`src/rtl/mc_ctrl_pkg.sv`:
```
// Shared encodings for the multi-cycle MIPS-subset controller and its datapath muxes.
// States, opcodes/functs, select encodings and the decoded instruction class.
package mc_ctrl_pkg;

  localparam logic [2:0] ST_FETCH  = 3'd0;
  localparam logic [2:0] ST_DECODE = 3'd1;
  localparam logic [2:0] ST_EXEC   = 3'd2;
  localparam logic [2:0] ST_MEM    = 3'd3;
  localparam logic [2:0] ST_MEMWB  = 3'd4;
  localparam logic [2:0] ST_ALUWB  = 3'd5;

  localparam logic [5:0] OP_RTYPE = 6'b000000;
  localparam logic [5:0] OP_ORI   = 6'b001101;
  localparam logic [5:0] OP_LUI   = 6'b001111;
  localparam logic [5:0] OP_LW    = 6'b100011;
  localparam logic [5:0] OP_SW    = 6'b101011;
  localparam logic [5:0] OP_BEQ   = 6'b000100;
  localparam logic [5:0] OP_J     = 6'b000010;
  localparam logic [5:0] OP_JAL   = 6'b000011;

  localparam logic [5:0] FN_ADDU  = 6'b100001;
  localparam logic [5:0] FN_SUBU  = 6'b100011;
  localparam logic [5:0] FN_JR    = 6'b001000;
  localparam logic [5:0] FN_NOP   = 6'b000000;

  localparam logic [1:0] NPC_PC4    = 2'b00;
  localparam logic [1:0] NPC_BRANCH = 2'b01;
  localparam logic [1:0] NPC_JUMP   = 2'b10;
  localparam logic [1:0] NPC_REG    = 2'b11;

  localparam logic [1:0] RD_RT = 2'b00;
  localparam logic [1:0] RD_RD = 2'b01;
  localparam logic [1:0] RD_RA = 2'b10;

  localparam logic [1:0] WD_ALU = 2'b00;
  localparam logic [1:0] WD_DM  = 2'b01;
  localparam logic [1:0] WD_PC  = 2'b10;

  localparam logic [1:0] EXT_ZERO = 2'b00;
  localparam logic [1:0] EXT_SIGN = 2'b01;
  localparam logic [1:0] EXT_LUI  = 2'b10;

  localparam logic [2:0] ALU_ADD = 3'b000;
  localparam logic [2:0] ALU_SUB = 3'b001;
  localparam logic [2:0] ALU_OR  = 3'b010;

  typedef struct packed {
    logic rtype_alu;
    logic jr;
    logic nop;
    logic ori;
    logic lui;
    logic lw;
    logic sw;
    logic beq;
    logic j;
    logic jal;
    logic illegal;
  } insn_class_t;

endpackage

```
`src/rtl/mc_ctrl_if.sv`:
```
// Controller <-> datapath signal bundle: IR fields and Zero in, enables and selects out.
interface mc_ctrl_if;
  import mc_ctrl_pkg::*;

  logic [5:0] Op;
  logic [5:0] Funct;
  logic       Zero;
  logic       PCWr;
  logic       IRWr;
  logic [1:0] NPCSel;
  logic       RegWr;
  logic [1:0] RegDst;
  logic [1:0] WDSel;
  logic       ALUSrc;
  logic [1:0] ExtOp;
  logic [2:0] ALUOp;
  logic       MemWr;
  logic       Retire;
  logic       Illegal;
  logic [2:0] State;

  modport master (
    input  Op, Funct, Zero,
    output PCWr, IRWr, NPCSel, RegWr, RegDst, WDSel, ALUSrc, ExtOp, ALUOp,
           MemWr, Retire, Illegal, State
  );

  modport slave (
    output Op, Funct, Zero,
    input  PCWr, IRWr, NPCSel, RegWr, RegDst, WDSel, ALUSrc, ExtOp, ALUOp,
           MemWr, Retire, Illegal, State
  );
endinterface

```
`src/rtl/mc_ctrl_decode.sv`:
```
// Combinational opcode/funct to one-hot instruction class; anything unknown is illegal.
module mc_ctrl_decode
  import mc_ctrl_pkg::*;
(
  input  logic [5:0]  op,
  input  logic [5:0]  funct,
  output insn_class_t cls
);

  always_comb begin
    cls = '0;
    case (op)
      OP_RTYPE: begin
        case (funct)
          FN_ADDU, FN_SUBU: cls.rtype_alu = 1'b1;
          FN_JR:            cls.jr        = 1'b1;
          FN_NOP:           cls.nop       = 1'b1;
          default:          cls.illegal   = 1'b1;
        endcase
      end
      OP_ORI:  cls.ori     = 1'b1;
      OP_LUI:  cls.lui     = 1'b1;
      OP_LW:   cls.lw      = 1'b1;
      OP_SW:   cls.sw      = 1'b1;
      OP_BEQ:  cls.beq     = 1'b1;
      OP_J:    cls.j       = 1'b1;
      OP_JAL:  cls.jal     = 1'b1;
      default: cls.illegal = 1'b1;
    endcase
  end

endmodule

```
`src/rtl/mc_ctrl.sv`:
```
// Multi-cycle control FSM: state register plus per-state enables/selects for PC, IR, GPR, DM.
// Outputs are combinational from state and IR fields, and forced low while Reset is high.
module mc_ctrl
  import mc_ctrl_pkg::*;
(
  input  logic     Clk,
  input  logic     Reset,
  mc_ctrl_if.master bus
);

  logic [2:0]  state_q;
  logic [2:0]  state_d;
  insn_class_t cls;

  logic       pc_wr;
  logic       ir_wr;
  logic [1:0] npc_sel;
  logic       reg_wr;
  logic [1:0] reg_dst;
  logic [1:0] wd_sel;
  logic       alu_src;
  logic [1:0] ext_op;
  logic [2:0] alu_op;
  logic       mem_wr;
  logic       retire;
  logic       illegal;

  mc_ctrl_decode u_decode (
    .op    (bus.Op),
    .funct (bus.Funct),
    .cls   (cls)
  );

  always_ff @(posedge Clk or posedge Reset) begin
    if (Reset) state_q <= ST_FETCH;
    else       state_q <= state_d;
  end

  always_comb begin
    state_d = ST_FETCH;
    pc_wr   = 1'b0;
    ir_wr   = 1'b0;
    npc_sel = NPC_PC4;
    reg_wr  = 1'b0;
    reg_dst = RD_RT;
    wd_sel  = WD_ALU;
    alu_src = 1'b0;
    ext_op  = EXT_ZERO;
    alu_op  = ALU_ADD;
    mem_wr  = 1'b0;
    retire  = 1'b0;
    illegal = 1'b0;
    if (!Reset) begin
      case (state_q)
        ST_FETCH: begin
          ir_wr   = 1'b1;
          pc_wr   = 1'b1;
          state_d = ST_DECODE;
        end
        ST_DECODE: begin
          // jal writes the pre-edge PC, which already holds the fetched PC+4
          if (cls.j || cls.jal) begin
            pc_wr   = 1'b1;
            npc_sel = NPC_JUMP;
            retire  = 1'b1;
          end
          if (cls.jal) begin
            reg_wr  = 1'b1;
            reg_dst = RD_RA;
            wd_sel  = WD_PC;
          end
          if (cls.jr) begin
            pc_wr   = 1'b1;
            npc_sel = NPC_REG;
            retire  = 1'b1;
          end
          if (cls.nop) retire = 1'b1;
          if (cls.illegal) begin
            illegal = 1'b1;
            retire  = 1'b1;
          end
          if (!retire) state_d = ST_EXEC;
        end
        ST_EXEC: begin
          if (cls.rtype_alu) begin
            alu_op  = (bus.Funct == FN_SUBU) ? ALU_SUB : ALU_ADD;
            state_d = ST_ALUWB;
          end else if (cls.ori || cls.lui) begin
            alu_src = 1'b1;
            ext_op  = cls.lui ? EXT_LUI : EXT_ZERO;
            alu_op  = ALU_OR;
            state_d = ST_ALUWB;
          end else if (cls.lw || cls.sw) begin
            alu_src = 1'b1;
            ext_op  = EXT_SIGN;
            state_d = ST_MEM;
          end else if (cls.beq) begin
            alu_op  = ALU_SUB;
            ext_op  = EXT_SIGN;
            retire  = 1'b1;
            if (bus.Zero) begin
              pc_wr   = 1'b1;
              npc_sel = NPC_BRANCH;
            end
          end
        end
        ST_MEM: begin
          if (cls.sw) begin
            mem_wr = 1'b1;
            retire = 1'b1;
          end else if (cls.lw) begin
            state_d = ST_MEMWB;
          end
        end
        ST_MEMWB: begin
          reg_wr  = 1'b1;
          reg_dst = RD_RT;
          wd_sel  = WD_DM;
          retire  = 1'b1;
        end
        ST_ALUWB: begin
          reg_wr  = 1'b1;
          reg_dst = cls.rtype_alu ? RD_RD : RD_RT;
          wd_sel  = WD_ALU;
          retire  = 1'b1;
        end
        default: state_d = ST_FETCH;
      endcase
    end
  end

  assign bus.PCWr    = pc_wr;
  assign bus.IRWr    = ir_wr;
  assign bus.NPCSel  = npc_sel;
  assign bus.RegWr   = reg_wr;
  assign bus.RegDst  = reg_dst;
  assign bus.WDSel   = wd_sel;
  assign bus.ALUSrc  = alu_src;
  assign bus.ExtOp   = ext_op;
  assign bus.ALUOp   = alu_op;
  assign bus.MemWr   = mem_wr;
  assign bus.Retire  = retire;
  assign bus.Illegal = illegal;
  assign bus.State   = state_q;

endmodule

```
`src/flat_wrapper.sv`:
```
// flat-port wrapper written by rule: the top's interface ports become plain ports
module mc_ctrl_flat import mc_ctrl_pkg::*;
  (Clk, Reset, bus_Op, bus_Funct, bus_Zero, bus_PCWr, bus_IRWr, bus_NPCSel, bus_RegWr, bus_RegDst, bus_WDSel, bus_ALUSrc, bus_ExtOp, bus_ALUOp, bus_MemWr, bus_Retire, bus_Illegal, bus_State);
  mc_ctrl_if bus_i ();
  input  logic Clk;
  input  logic Reset;
  input wire logic [$bits(bus_i.Op)-1:0] bus_Op;
  input wire logic [$bits(bus_i.Funct)-1:0] bus_Funct;
  input wire logic [$bits(bus_i.Zero)-1:0] bus_Zero;
  output wire logic [$bits(bus_i.PCWr)-1:0] bus_PCWr;
  output wire logic [$bits(bus_i.IRWr)-1:0] bus_IRWr;
  output wire logic [$bits(bus_i.NPCSel)-1:0] bus_NPCSel;
  output wire logic [$bits(bus_i.RegWr)-1:0] bus_RegWr;
  output wire logic [$bits(bus_i.RegDst)-1:0] bus_RegDst;
  output wire logic [$bits(bus_i.WDSel)-1:0] bus_WDSel;
  output wire logic [$bits(bus_i.ALUSrc)-1:0] bus_ALUSrc;
  output wire logic [$bits(bus_i.ExtOp)-1:0] bus_ExtOp;
  output wire logic [$bits(bus_i.ALUOp)-1:0] bus_ALUOp;
  output wire logic [$bits(bus_i.MemWr)-1:0] bus_MemWr;
  output wire logic [$bits(bus_i.Retire)-1:0] bus_Retire;
  output wire logic [$bits(bus_i.Illegal)-1:0] bus_Illegal;
  output wire logic [$bits(bus_i.State)-1:0] bus_State;
  assign bus_i.Op = bus_Op;
  assign bus_i.Funct = bus_Funct;
  assign bus_i.Zero = bus_Zero;
  assign bus_PCWr = bus_i.PCWr;
  assign bus_IRWr = bus_i.IRWr;
  assign bus_NPCSel = bus_i.NPCSel;
  assign bus_RegWr = bus_i.RegWr;
  assign bus_RegDst = bus_i.RegDst;
  assign bus_WDSel = bus_i.WDSel;
  assign bus_ALUSrc = bus_i.ALUSrc;
  assign bus_ExtOp = bus_i.ExtOp;
  assign bus_ALUOp = bus_i.ALUOp;
  assign bus_MemWr = bus_i.MemWr;
  assign bus_Retire = bus_i.Retire;
  assign bus_Illegal = bus_i.Illegal;
  assign bus_State = bus_i.State;
  mc_ctrl u_core (.Clk(Clk), .Reset(Reset), .bus(bus_i));
endmodule
```
`config.mk`:
```
export PLATFORM = sky130hd
export DESIGN_NAME = mc_ctrl_flat
export DESIGN_NICKNAME = d
export VERILOG_FILES = /design/src/rtl/mc_ctrl_pkg.sv /design/src/rtl/mc_ctrl_if.sv /design/src/rtl/mc_ctrl_decode.sv /design/src/rtl/mc_ctrl.sv /design/src/flat_wrapper.sv
export SDC_FILE = /design/constraint.sdc
export NUM_CORES = 1
export LEC_CHECK = 0
export ABC_AREA = 1
export CORE_MARGIN = 2
export CORE_UTILIZATION = 33
export CTS_BUF_LIST = sky130_fd_sc_hd__clkbuf_16
export DETAILED_ROUTE_END_ITERATION = 16
export PLACE_DENSITY = 0.75
export SETUP_SLACK_MARGIN = 0.4
export SYNTH_ARGS = -nofsm -noshare
export SYNTH_HDL_FRONTEND = slang
export SYNTH_HIERARCHICAL = 1
export SYNTH_SLANG_ARGS = --single-unit
```
`constraint.sdc`:
```
create_clock -name Clk -period 1.5 [get_ports Clk]
set_input_delay 0.3 -clock Clk [delete_from_list [all_inputs] [get_ports Clk]]
set_output_delay 0.3 -clock Clk [all_outputs]
set_load 0.1 [all_outputs]
```
==> insert_results.sql, run 1 <==
INSERT INTO impl_metrics (metric_group, metric, value, unit) VALUES
('synth', 'synthMostInstantiatedCell', 'sky130_fd_sc_hd__nor2_1', ''),
('floorplan', 'die-width', '46.8', 'um'),
('synth', 'synth_top_family_by_area', 'simple AND/OR/NAND/NOR gates', ''),
('outcome', 'outcome.stop_stage', 'detailed placement (3_5_place_dp)', ''),
('synth', 'synth_top_cell_by_area', 'sky130_fd_sc_hd__nor2_1', ''),
('floorplan', 'rows', '15', ''),
('synth', 'ys_top_cells_by_area', 'sky130_fd_sc_hd__nor2_1 (25%), sky130_fd_sc_hd__dfrtp_1 (12%), sky130_fd_sc_hd__inv_1 (12%)', ''),
('place', 'gp_congestion', '0.880', ''),
('synth', 'synth_compound_area_share', '6.63', '%'),
('synth', 'synth_nets', '137', ''),
('synth', 'post_synth.cell_area_avg', '4.95', 'um2'),
('synth', 'synth_cell_types', '21', ''),
('synth', 'yosys-mux-area-fraction', '0', '%'),
('outcome', 'toolErrorMsg', '[ERROR DPL-0033] detailed placement checks failed during check placement.', ''),
('synth', 'yosys.area_share.adder', '0', '%'),
('floorplan', 'start_util', '35.0', '%'),
('synth', 'synth-async-reset-ratio', '100', '%'),
('synth', 'post_synth_instance_area', '604', 'um2'),
('synth', 'synth-main-ff-cell', 'sky130_fd_sc_hd__dfrtp_1', ''),
('synth', 'seq_area_frac_synth', '12.4', '%'),
('synth', 'synthesis.instances', '122', ''),
('synth', 'synth_enable_flop_cells', '0', ''),
('synth', 'synth-warning-count', '6', ''),
('synth', 'synthTopCellsByCount', 'sky130_fd_sc_hd__nor2_1 (40), sky130_fd_sc_hd__inv_1 (20), sky130_fd_sc_hd__nand2_1 (19), sky130_fd_sc_hd__nand3_1 (10), sky130_fd_sc_hd__nor3_1 (6)', ''),
('floorplan', 'ioPinCount', '36', ''),
('synth', 'synth_simple_gate_area_share', '65.4', '%'),
('outcome', 'result_of_the_run', 'aborted with a tool error', ''),
('place', 'port_buffers', '34', ''),
('place', 'place.detailed.hpwl', '4170', 'um'),
('floorplan', 'dieHeight', '46.8', 'um'),
('synth', 'synth.ff_latch_count', '3', ''),
('synth', 'synth_xor_xnor_area_share', '0', '%'),
('synth', 'yosysTopAreaCellShare', '24.8', '%');
kinds of logic after synthesis:
family / count (synthesis)
buffers and inverters: 23
AND/OR/NAND/NOR: 88
flip-flops: 3
other: 1
AO/OA/AOI/OAI: 7
per-stage QoR:
stage | setup slack [ns] | hold WS, ns | instance area, um2 | setup TNS [ns]
2_1_floorplan | -0.593 | 0.0857 | 847 | -6.83
3_3_place_gp | -0.945 | 0.670 | 1710 | -13.79
==> run 2, diff against run 1 <==
CORE_AREA = 2 2 63 65   (was default)
CORE_MARGIN = default   (was 2)
CORE_UTILIZATION = default   (was 33)
CTS_BUF_LIST = default   (was sky130_fd_sc_hd__clkbuf_16)
DIE_AREA = 0 0 65 67   (was default)
PLACE_DENSITY = default   (was 0.75)
PLACE_DENSITY_LB_ADDON = 0.15   (was default)
SETUP_SLACK_MARGIN = default   (was 0.4)
clock period = 2 ns   (was 1.5 ns; I/O delays follow)
==> insert_results.sql, run 2 <==
INSERT INTO impl_metrics (metric_group, metric, value, unit) VALUES
('critical_path', 'timing.setup.critical_path_class', 'input pin to primary output', ''),
('clocking', 'clock-sinks', '3', ''),
('grt', 'globalRouteTotalUtil', '13.0', '%'),
('clocking', 'cts_hold_buffers', '0', ''),
('synth', 'yosys.area_share.adder', '0', '%'),
('floorplan', 'die_area', '4360', 'um2'),
('cells_and_area', 'stdcell_area', '1910', 'um2'),
('critical_path', 'worstSetupStartpointType', 'input pin', ''),
('floorplan', 'die-width', '65', 'um'),
('place', 'dp_cells', '233', ''),
('cells_and_area', 'syn_to_final_growth', '216', '%'),
('synth', 'synthMostInstantiatedCell', 'sky130_fd_sc_hd__nor2_1', ''),
('clocking', 'max-clock-path-buffers', '2', ''),
('cells_and_area', 'diodes', '0', ''),
('cells_and_area', 'largest_reg_flops', '3', ''),
('grt', 'initial_antenna_violation_count', '0', ''),
('synth', 'synth_nets', '137', ''),
('outcome', 'violations', 'setup timing', ''),
('critical_path', 'worst-path-max-fanout', '2', ''),
('floorplan', 'start_util', '16.8', '%'),
('grt', 'grt_first_pass_wirelength', '4510', 'um'),
('synth', 'ys_top_cells_by_area', 'sky130_fd_sc_hd__nor2_1 (25%), sky130_fd_sc_hd__dfrtp_1 (12%), sky130_fd_sc_hd__inv_1 (12%)', ''),
('critical_path', 'worstSetupEndpointType', 'primary output', ''),
('cells_and_area', 'num-nets-final', '212', ''),
('synth', 'synth-warning-count', '6', ''),
('routing', 'via_count', '1041', ''),
('cells_and_area', 'most-common-layout-cells', 'sky130_fd_sc_hd__buf_4 (32), sky130_fd_sc_hd__buf_12 (20), sky130_fd_sc_hd__nor2_4 (20)', ''),
('place', 'place.detailed.hpwl', '2160', 'um'),
('timing', 'clock_skew', '0.000588', 'ns'),
('critical_path', 'path_delay_family', 'simple AND/OR/NAND/NOR gates', ''),
('floorplan', 'ioPinCount', '36', ''),
('synth', 'synth_top_family_by_area', 'simple AND/OR/NAND/NOR gates', ''),
('synth', 'synth.ff_latch_count', '3', ''),
('flow_run', 'max-cap-violations', '0', ''),
('critical_path', 'worst-endpoint-required', '1.60', 'ns'),
('cells_and_area', 'instances_no_fill', '244', ''),
('floorplan', 'dieHeight', '67', 'um'),
('floorplan', 'core_outline_area', '3610', 'um2'),
('synth', 'post_synth_instance_area', '604', 'um2'),
('synth', 'synth_cell_types', '21', ''),
('timing', 'unrepaired_setup_endpoints_after_global_routing', 'true', ''),
('critical_path', 'crit_chain', 'buf_8, nor3_4, nand2_1, or2_1, nor2_1, nor2_2, nand3_2, nand2_2, nand2_2, nor2_4, nor2_4, buf_12', ''),
('timing', 'setup_viol', '6', ''),
('clocking', 'worst_skew_pair.late_latency', '0.21', 'ns'),
('synth', 'synthesis.instances', '122', ''),
('timing', 'final_critical_path_setup_slack', '-0.163', 'ns'),
('floorplan', 'rows', '22', ''),
('timing', 'fin_crit_sh', '108', '%'),
('power_and_ir_drop', 'vdd_drop_max', '0.281', 'mV'),
('routing', 'wl_per_cell', '11.4', 'um'),
('routing', 'initial_drt_markers', '30', ''),
('clocking', 'cts_max_level', '1', ''),
('routing', 'postRouteAntennaNets', '0', ''),
('critical_path', 'cp_num_buf_inv', '2', ''),
('outcome', 'result_of_the_run', 'complete, but fails checks', ''),
('routing', 'remaining_drc_errors', '0', ''),
('synth', 'synth_top_cell_by_area', 'sky130_fd_sc_hd__nor2_1', ''),
('clocking', 'tritoncts', 'built', ''),
('synth', 'synthTopCellsByCount', 'sky130_fd_sc_hd__nor2_1 (40), sky130_fd_sc_hd__inv_1 (20), sky130_fd_sc_hd__nand2_1 (19), sky130_fd_sc_hd__nand3_1 (10), sky130_fd_sc_hd__nor3_1 (6)', ''),
('place', 'port_buffers', '34', ''),
('synth', 'synth_xor_xnor_area_share', '0', '%'),
('grt', 'grt_max_degree', '8', ''),
('routing', 'drt_wl_total', '2790', 'um'),
('cells_and_area', 'drive_gt1_share', '71.9', '%'),
('power_and_ir_drop', 'cell_area_power_density', '274', 'nW/um2'),
('timing', 'post-route-min-period', '2.16', 'ns'),
('timing', 'timing_hold_violations_final', '0', ''),
('synth', 'synth-async-reset-ratio', '100', '%'),
('grt', 'global_route.overflow_total', '0', ''),
('place', 'place_area', '1630', 'um2'),
('synth', 'post_synth.cell_area_avg', '4.95', 'um2'),
('clocking', 'cts.reportedPaths.clkPinSlew', '0.03', 'ns'),
('synth', 'synth_compound_area_share', '6.63', '%'),
('critical_path', 'worst_path_max_delay_cell', 'sky130_fd_sc_hd__or2_1', ''),
('synth', 'yosys-mux-area-fraction', '0', '%'),
('timing', 'timing.fmax', '462', 'MHz'),
('synth', 'seq_area_frac_synth', '12.4', '%'),
('cells_and_area', 'mostFrequentLayoutCell', 'sky130_fd_sc_hd__buf_4', ''),
('min_path', 'path_type_of_the_worst_min_delay_path', 'input pin to asynchronous set/reset pin', ''),
('place', 'gp_congestion', '0.816', ''),
('critical_path', 'critical_path_arrival', '1.76', 'ns'),
('synth', 'yosysTopAreaCellShare', '24.8', '%'),
('clocking', 'tritoncts_buffers', '3', ''),
('routing', 'route.detailed.vias_per_inst', '4.27', ''),
('synth', 'synth-main-ff-cell', 'sky130_fd_sc_hd__dfrtp_1', ''),
('clocking', 'ctsRootBufferMaster', 'sky130_fd_sc_hd__clkbuf_8', ''),
('critical_path', 'critical-path-max-stage-delay', '0.25', 'ns'),
('synth', 'synth_enable_flop_cells', '0', ''),
('power_and_ir_drop', 'power_leakage', '0.787', 'nW'),
('routing', 'drt_pass1_iterations', '4', ''),
('synth', 'synth_simple_gate_area_share', '65.4', '%'),
('timing', 'timing.final.max_slew_violations', '0', ''),
('grt', 'first_global_vias', '1052', '');
[run 2: cells by family (layout without fill, tap and decap cells)]
group	Yosys count	in the layout
flops	3	3
compound gates	7	7
other cells	1	1
simple gates	88	88
buf+inv	23	97
[run 2: power breakdown]
part	switching [mW]	internal [mW]	total, mW	leakage (nW)
Combinational	0.163	0.116	0.280	0.729
Sequential	0.00596	0.0644	0.0703	0.0351
Clock	0.0371	0.136	0.173	0.0228
Total	0.206	0.316	0.523	0.787
[run 2: worst reg2reg max path, stage by stage, from the launching register on]
cell and delay (ns):
sky130_fd_sc_hd__dfrtp_4 0.52, sky130_fd_sc_hd__nor2_1 0.18, sky130_fd_sc_hd__nand2_1 0.11, sky130_fd_sc_hd__nor2_1 0.14, sky130_fd_sc_hd__nor2_1 0.07, sky130_fd_sc_hd__nor2_1 0.08
[run 2: stage by stage]
step | util, % | setup TNS (ns) | hold slack, ns | power, mW | setup WS [ns]
3_5_place_dp | 45.3 | -8.23 | 0.625 | 0.310 | -0.627
2_1_floorplan | - | -0.879 | 0.186 | 0.199 | -0.193
5_1_grt | 52.9 | -1.24 | 0.507 | 0.549 | -0.280
4_1_cts | 48.7 | -0.483 | 0.474 | 0.498 | -0.134
6_report | 52.9 | -0.609 | 0.475 | 0.523 | -0.163
3_3_place_gp | 45.3 | -7.99 | 0.611 | 0.306 | -0.583
[run 2: area by class of cell]
class,instances,area [um2]
Timing Repair Buffer,71,845
Tap cell,48,60.1
Inverter,22,96.3
Clock buffer,4,45.0
Sequential cell,3,86.3
Fill cell,337,1700
Multi-Input combinational cell,96,774
[run 2: per-layer routing]
layer,share of wire (%),wire [um],GRT usage (%)
met4,0.54,15,2.93
met2,58,1620,26.9
met1,39,1090,14.0
met3,2.3,64,1.01
met5,0,0,0
[run 2: worst paths after layout]
kind	slack (ns)	cells after the start	endpoint	from
max	-0.16	12	bus_Retire	bus_Funct[1]
min	0.47	3	u_core/bus.State[2]	Reset
max reg2reg	0.83	5	u_core/bus.State[1]	u_core/bus.State[1]
min reg2reg	0.61	1	u_core/bus.State[0]	u_core/bus.State[1]
max in group asynchronous	1.42	3	u_core/bus.State[0]	Reset
min in group Clk	0.61	1	u_core/bus.State[0]	u_core/bus.State[1]
[run 2: timing repair]
| item | 4_1_cts | 5_1_grt |
|---|---|---|
| buffers inserted | 6 | 1 |
| setup endpoints to repair | 18 | 15 |
| gates resized for setup | 79 | 42 |
| pin swaps | 30 | 25 |
Power figures use the tool's default switching activity.
==> run 3, diff against run 2 <==
SYNTH_HIERARCHICAL = default   (was 1)
==> insert_results.sql, run 3 <==
INSERT INTO impl_metrics (metric_group, metric, value, unit) VALUES
('outcome', 'result_of_the_run', 'complete, but fails checks', ''),
('outcome', 'violations', 'setup timing', ''),
('clocking', 'tritoncts', 'built', ''),
('critical_path', 'critical_path_arrival', '1.68', 'ns'),
('min_path', 'path_type_of_the_worst_min_delay_path', 'input pin to asynchronous set/reset pin', ''),
('routing', 'drt_wl_total', '2400', 'um'),
('timing', 'final_critical_path_setup_slack', '-0.0783', 'ns'),
('synth', 'synthesis.instances', '108', ''),
('clocking', 'worst_skew_pair.late_latency', '0.22', 'ns'),
('timing', 'timing.final.max_slew_violations', '0', ''),
('power_and_ir_drop', 'cell_area_power_density', '282', 'nW/um2'),
('synth', 'synthTopCellsByCount', 'sky130_fd_sc_hd__nand2_1 (23), sky130_fd_sc_hd__nor2_1 (19), sky130_fd_sc_hd__inv_1 (15), sky130_fd_sc_hd__nand3_1 (9)', ''),
('synth', 'post_synth.cell_area_avg', '5.65', 'um2'),
('routing', 'drt_pass1_iterations', '4', ''),
('synth', 'synth_nets', '123', ''),
('cells_and_area', 'stdcell_area', '1760', 'um2'),
('routing', 'initial_drt_markers', '13', ''),
('grt', 'grt_max_degree', '6', ''),
('timing', 'post-route-min-period', '2.08', 'ns'),
('floorplan', 'rows', '22', ''),
('flow_run', 'max-cap-violations', '0', ''),
('power_and_ir_drop', 'vdd_drop_max', '0.115', 'mV'),
('clocking', 'ctsRootBufferMaster', 'sky130_fd_sc_hd__clkbuf_8', ''),
('clocking', 'cts.reportedPaths.clkPinSlew', '0.03', 'ns'),
('synth', 'synth-async-reset-ratio', '100', '%'),
('synth', 'seq_area_frac_synth', '12.3', '%'),
('routing', 'wl_per_cell', '10.5', 'um'),
('synth', 'post_synth_instance_area', '611', 'um2'),
('place', 'place.detailed.hpwl', '2000', 'um'),
('synth', 'synth-warning-count', '0', ''),
('routing', 'remaining_drc_errors', '0', ''),
('synth', 'synth.ff_latch_count', '3', ''),
('power_and_ir_drop', 'power_leakage', '0.733', 'nW'),
('grt', 'first_global_vias', '1054', ''),
('cells_and_area', 'most-common-layout-cells', 'sky130_fd_sc_hd__buf_4 (34), sky130_fd_sc_hd__buf_12 (19), sky130_fd_sc_hd__nand2_1 (15)', ''),
('routing', 'postRouteAntennaNets', '0', ''),
('clocking', 'clock-sinks', '3', ''),
('synth', 'yosysTopAreaCellShare', '14.1', '%'),
('floorplan', 'die_area', '4360', 'um2'),
('critical_path', 'worstSetupEndpointType', 'primary output', ''),
('grt', 'grt_first_pass_wirelength', '4200', 'um'),
('place', 'port_buffers', '34', ''),
('synth', 'synth_enable_flop_cells', '0', ''),
('clocking', 'cts_hold_buffers', '0', ''),
('grt', 'globalRouteTotalUtil', '12.1', '%'),
('synth', 'ys_top_cells_by_area', 'sky130_fd_sc_hd__nand2_1 (14%), sky130_fd_sc_hd__dfrtp_1 (12%), sky130_fd_sc_hd__nor2_1 (12%)', ''),
('place', 'place_area', '1550', 'um2'),
('synth', 'synthMostInstantiatedCell', 'sky130_fd_sc_hd__nand2_1', ''),
('clocking', 'cts_max_level', '1', ''),
('critical_path', 'worst-path-max-fanout', '4', ''),
('cells_and_area', 'syn_to_final_growth', '189', '%'),
('synth', 'synth-main-ff-cell', 'sky130_fd_sc_hd__dfrtp_1', ''),
('place', 'gp_congestion', '0.833', ''),
('cells_and_area', 'drive_gt1_share', '73.9', '%'),
('timing', 'timing.fmax', '481', 'MHz'),
('critical_path', 'worstSetupStartpointType', 'flop', ''),
('floorplan', 'ioPinCount', '36', ''),
('cells_and_area', 'mostFrequentLayoutCell', 'sky130_fd_sc_hd__buf_4', ''),
('cells_and_area', 'largest_reg_flops', '3', ''),
('clocking', 'max-clock-path-buffers', '2', ''),
('routing', 'via_count', '944', ''),
('routing', 'route.detailed.vias_per_inst', '4.14', ''),
('timing', 'unrepaired_setup_endpoints_after_global_routing', 'true', ''),
('grt', 'initial_antenna_violation_count', '0', ''),
('floorplan', 'core_outline_area', '3610', 'um2'),
('synth', 'synth_top_cell_by_area', 'sky130_fd_sc_hd__nand2_1', ''),
('timing', 'clock_skew', '0.00174', 'ns'),
('clocking', 'tritoncts_buffers', '3', ''),
('timing', 'final.setup.tns', '-0.385', 'ns'),
('timing', 'fin_crit_sh', '104', '%'),
('floorplan', 'die-width', '65', 'um'),
('timing', 'timing_hold_violations_final', '0', ''),
('synth', 'synth_cell_types', '24', ''),
('floorplan', 'start_util', '16.9', '%'),
('power_and_ir_drop', 'report.power.total', '497', 'uW'),
('cells_and_area', 'diodes', '0', ''),
('cells_and_area', 'num-nets-final', '196', ''),
('floorplan', 'dieHeight', '67', 'um'),
('critical_path', 'worst-endpoint-required', '1.60', 'ns'),
('critical_path', 'timing.setup.critical_path_class', 'flop to primary output', ''),
('timing', 'setup_viol', '7', ''),
('grt', 'global_route.overflow_total', '0', '');
-- run 3: changes by cell type after synthesis, moves of 3 or more --
cell / previous run / this run
sky130_fd_sc_hd__nand2_2: 0 / 3
sky130_fd_sc_hd__inv_1: 20 / 15
sky130_fd_sc_hd__nor2_4: 1 / 4
sky130_fd_sc_hd__nand2_1: 19 / 23
sky130_fd_sc_hd__nor2_1: 40 / 19
-- run 3: final cells by class --
cell class | count | area [um2]
Fill cell | 355 | 1840
Timing Repair Buffer | 70 | 791
Multi-Input combinational cell | 84 | 703
Sequential cell | 3 | 86.3
Inverter | 19 | 77.6
Tap cell | 48 | 60.1
Clock buffer | 4 | 45.0
-- run 3: cells by family after synthesis --
kind of cell / after synthesis / synth area share, %
AOI/OAI and AO/OA: 9 / 8.61
and+or+nand+nor: 74 / 65.0
buffers and inverters: 21 / 13.5
other: 1 / 0.614
DFF: 3 / 12.3
-- run 3: through the flow --
step	utilization [%]	cells	hold slack [ns]	setup WS, ns
2_1_floorplan	-	108	0.465	-0.479
3_3_place_gp	43.0	214	0.598	-0.441
3_5_place_dp	43.0	214	0.601	-0.450
4_1_cts	48.2	227	0.466	-0.123
5_1_grt	48.9	228	0.488	-0.154
6_report	48.9	228	0.455	-0.0783
-- run 3: worst paths after layout --
| path | from | end | slack, ns | cells past startpoint |
|---|---|---|---|---|
| worst max-delay path | u_core.bus.State[0] | bus_ExtOp[1] | -0.08 | 6 |
| worst min-delay path | Reset | u_core.bus.State[0] | 0.45 | 3 |
| worst max register to register | u_core.bus.State[1] | u_core.bus.State[1] | 0.71 | 6 |
| worst min register to register | u_core.bus.State[0] | u_core.bus.State[1] | 0.63 | 3 |
| max in group asynchronous | Reset | u_core.bus.State[2] | 1.43 | 3 |
| min in group Clk | u_core.bus.State[0] | u_core.bus.State[1] | 0.63 | 3 |
-- run 3: timing repair --
item                                    CTS  global route
resized for setup                        70            10
cloned                                    0             0
pin swaps                                32             8
endpoints found under the setup margin   16            14
setup buffers                             9             1
-- run 3: layer usage --
layer	global-route usage (%)	vias to the layer above	share of wire, %
met5	0	-	0
met4	3.72	0	0
met3	1.52	0	4.0
met2	25.0	20	57
li1	-	484	-
met1	12.5	440	39
-- run 3: report_power, final --
part           switching (mW)  internal [mW]
logic                   0.153          0.103
registers             0.00205         0.0643
clock network          0.0396          0.136
-- run 3: critical path: stages, from the launching register on --
cell and delay (ns):
sky130_fd_sc_hd__dfrtp_4 0.48, sky130_fd_sc_hd__nor3_4 0.22, sky130_fd_sc_hd__inv_2 0.08, sky130_fd_sc_hd__nor2_4 0.15, sky130_fd_sc_hd__nand2_4 0.10, sky130_fd_sc_hd__nor3b_4 0.22, sky130_fd_sc_hd__buf_12 0.20
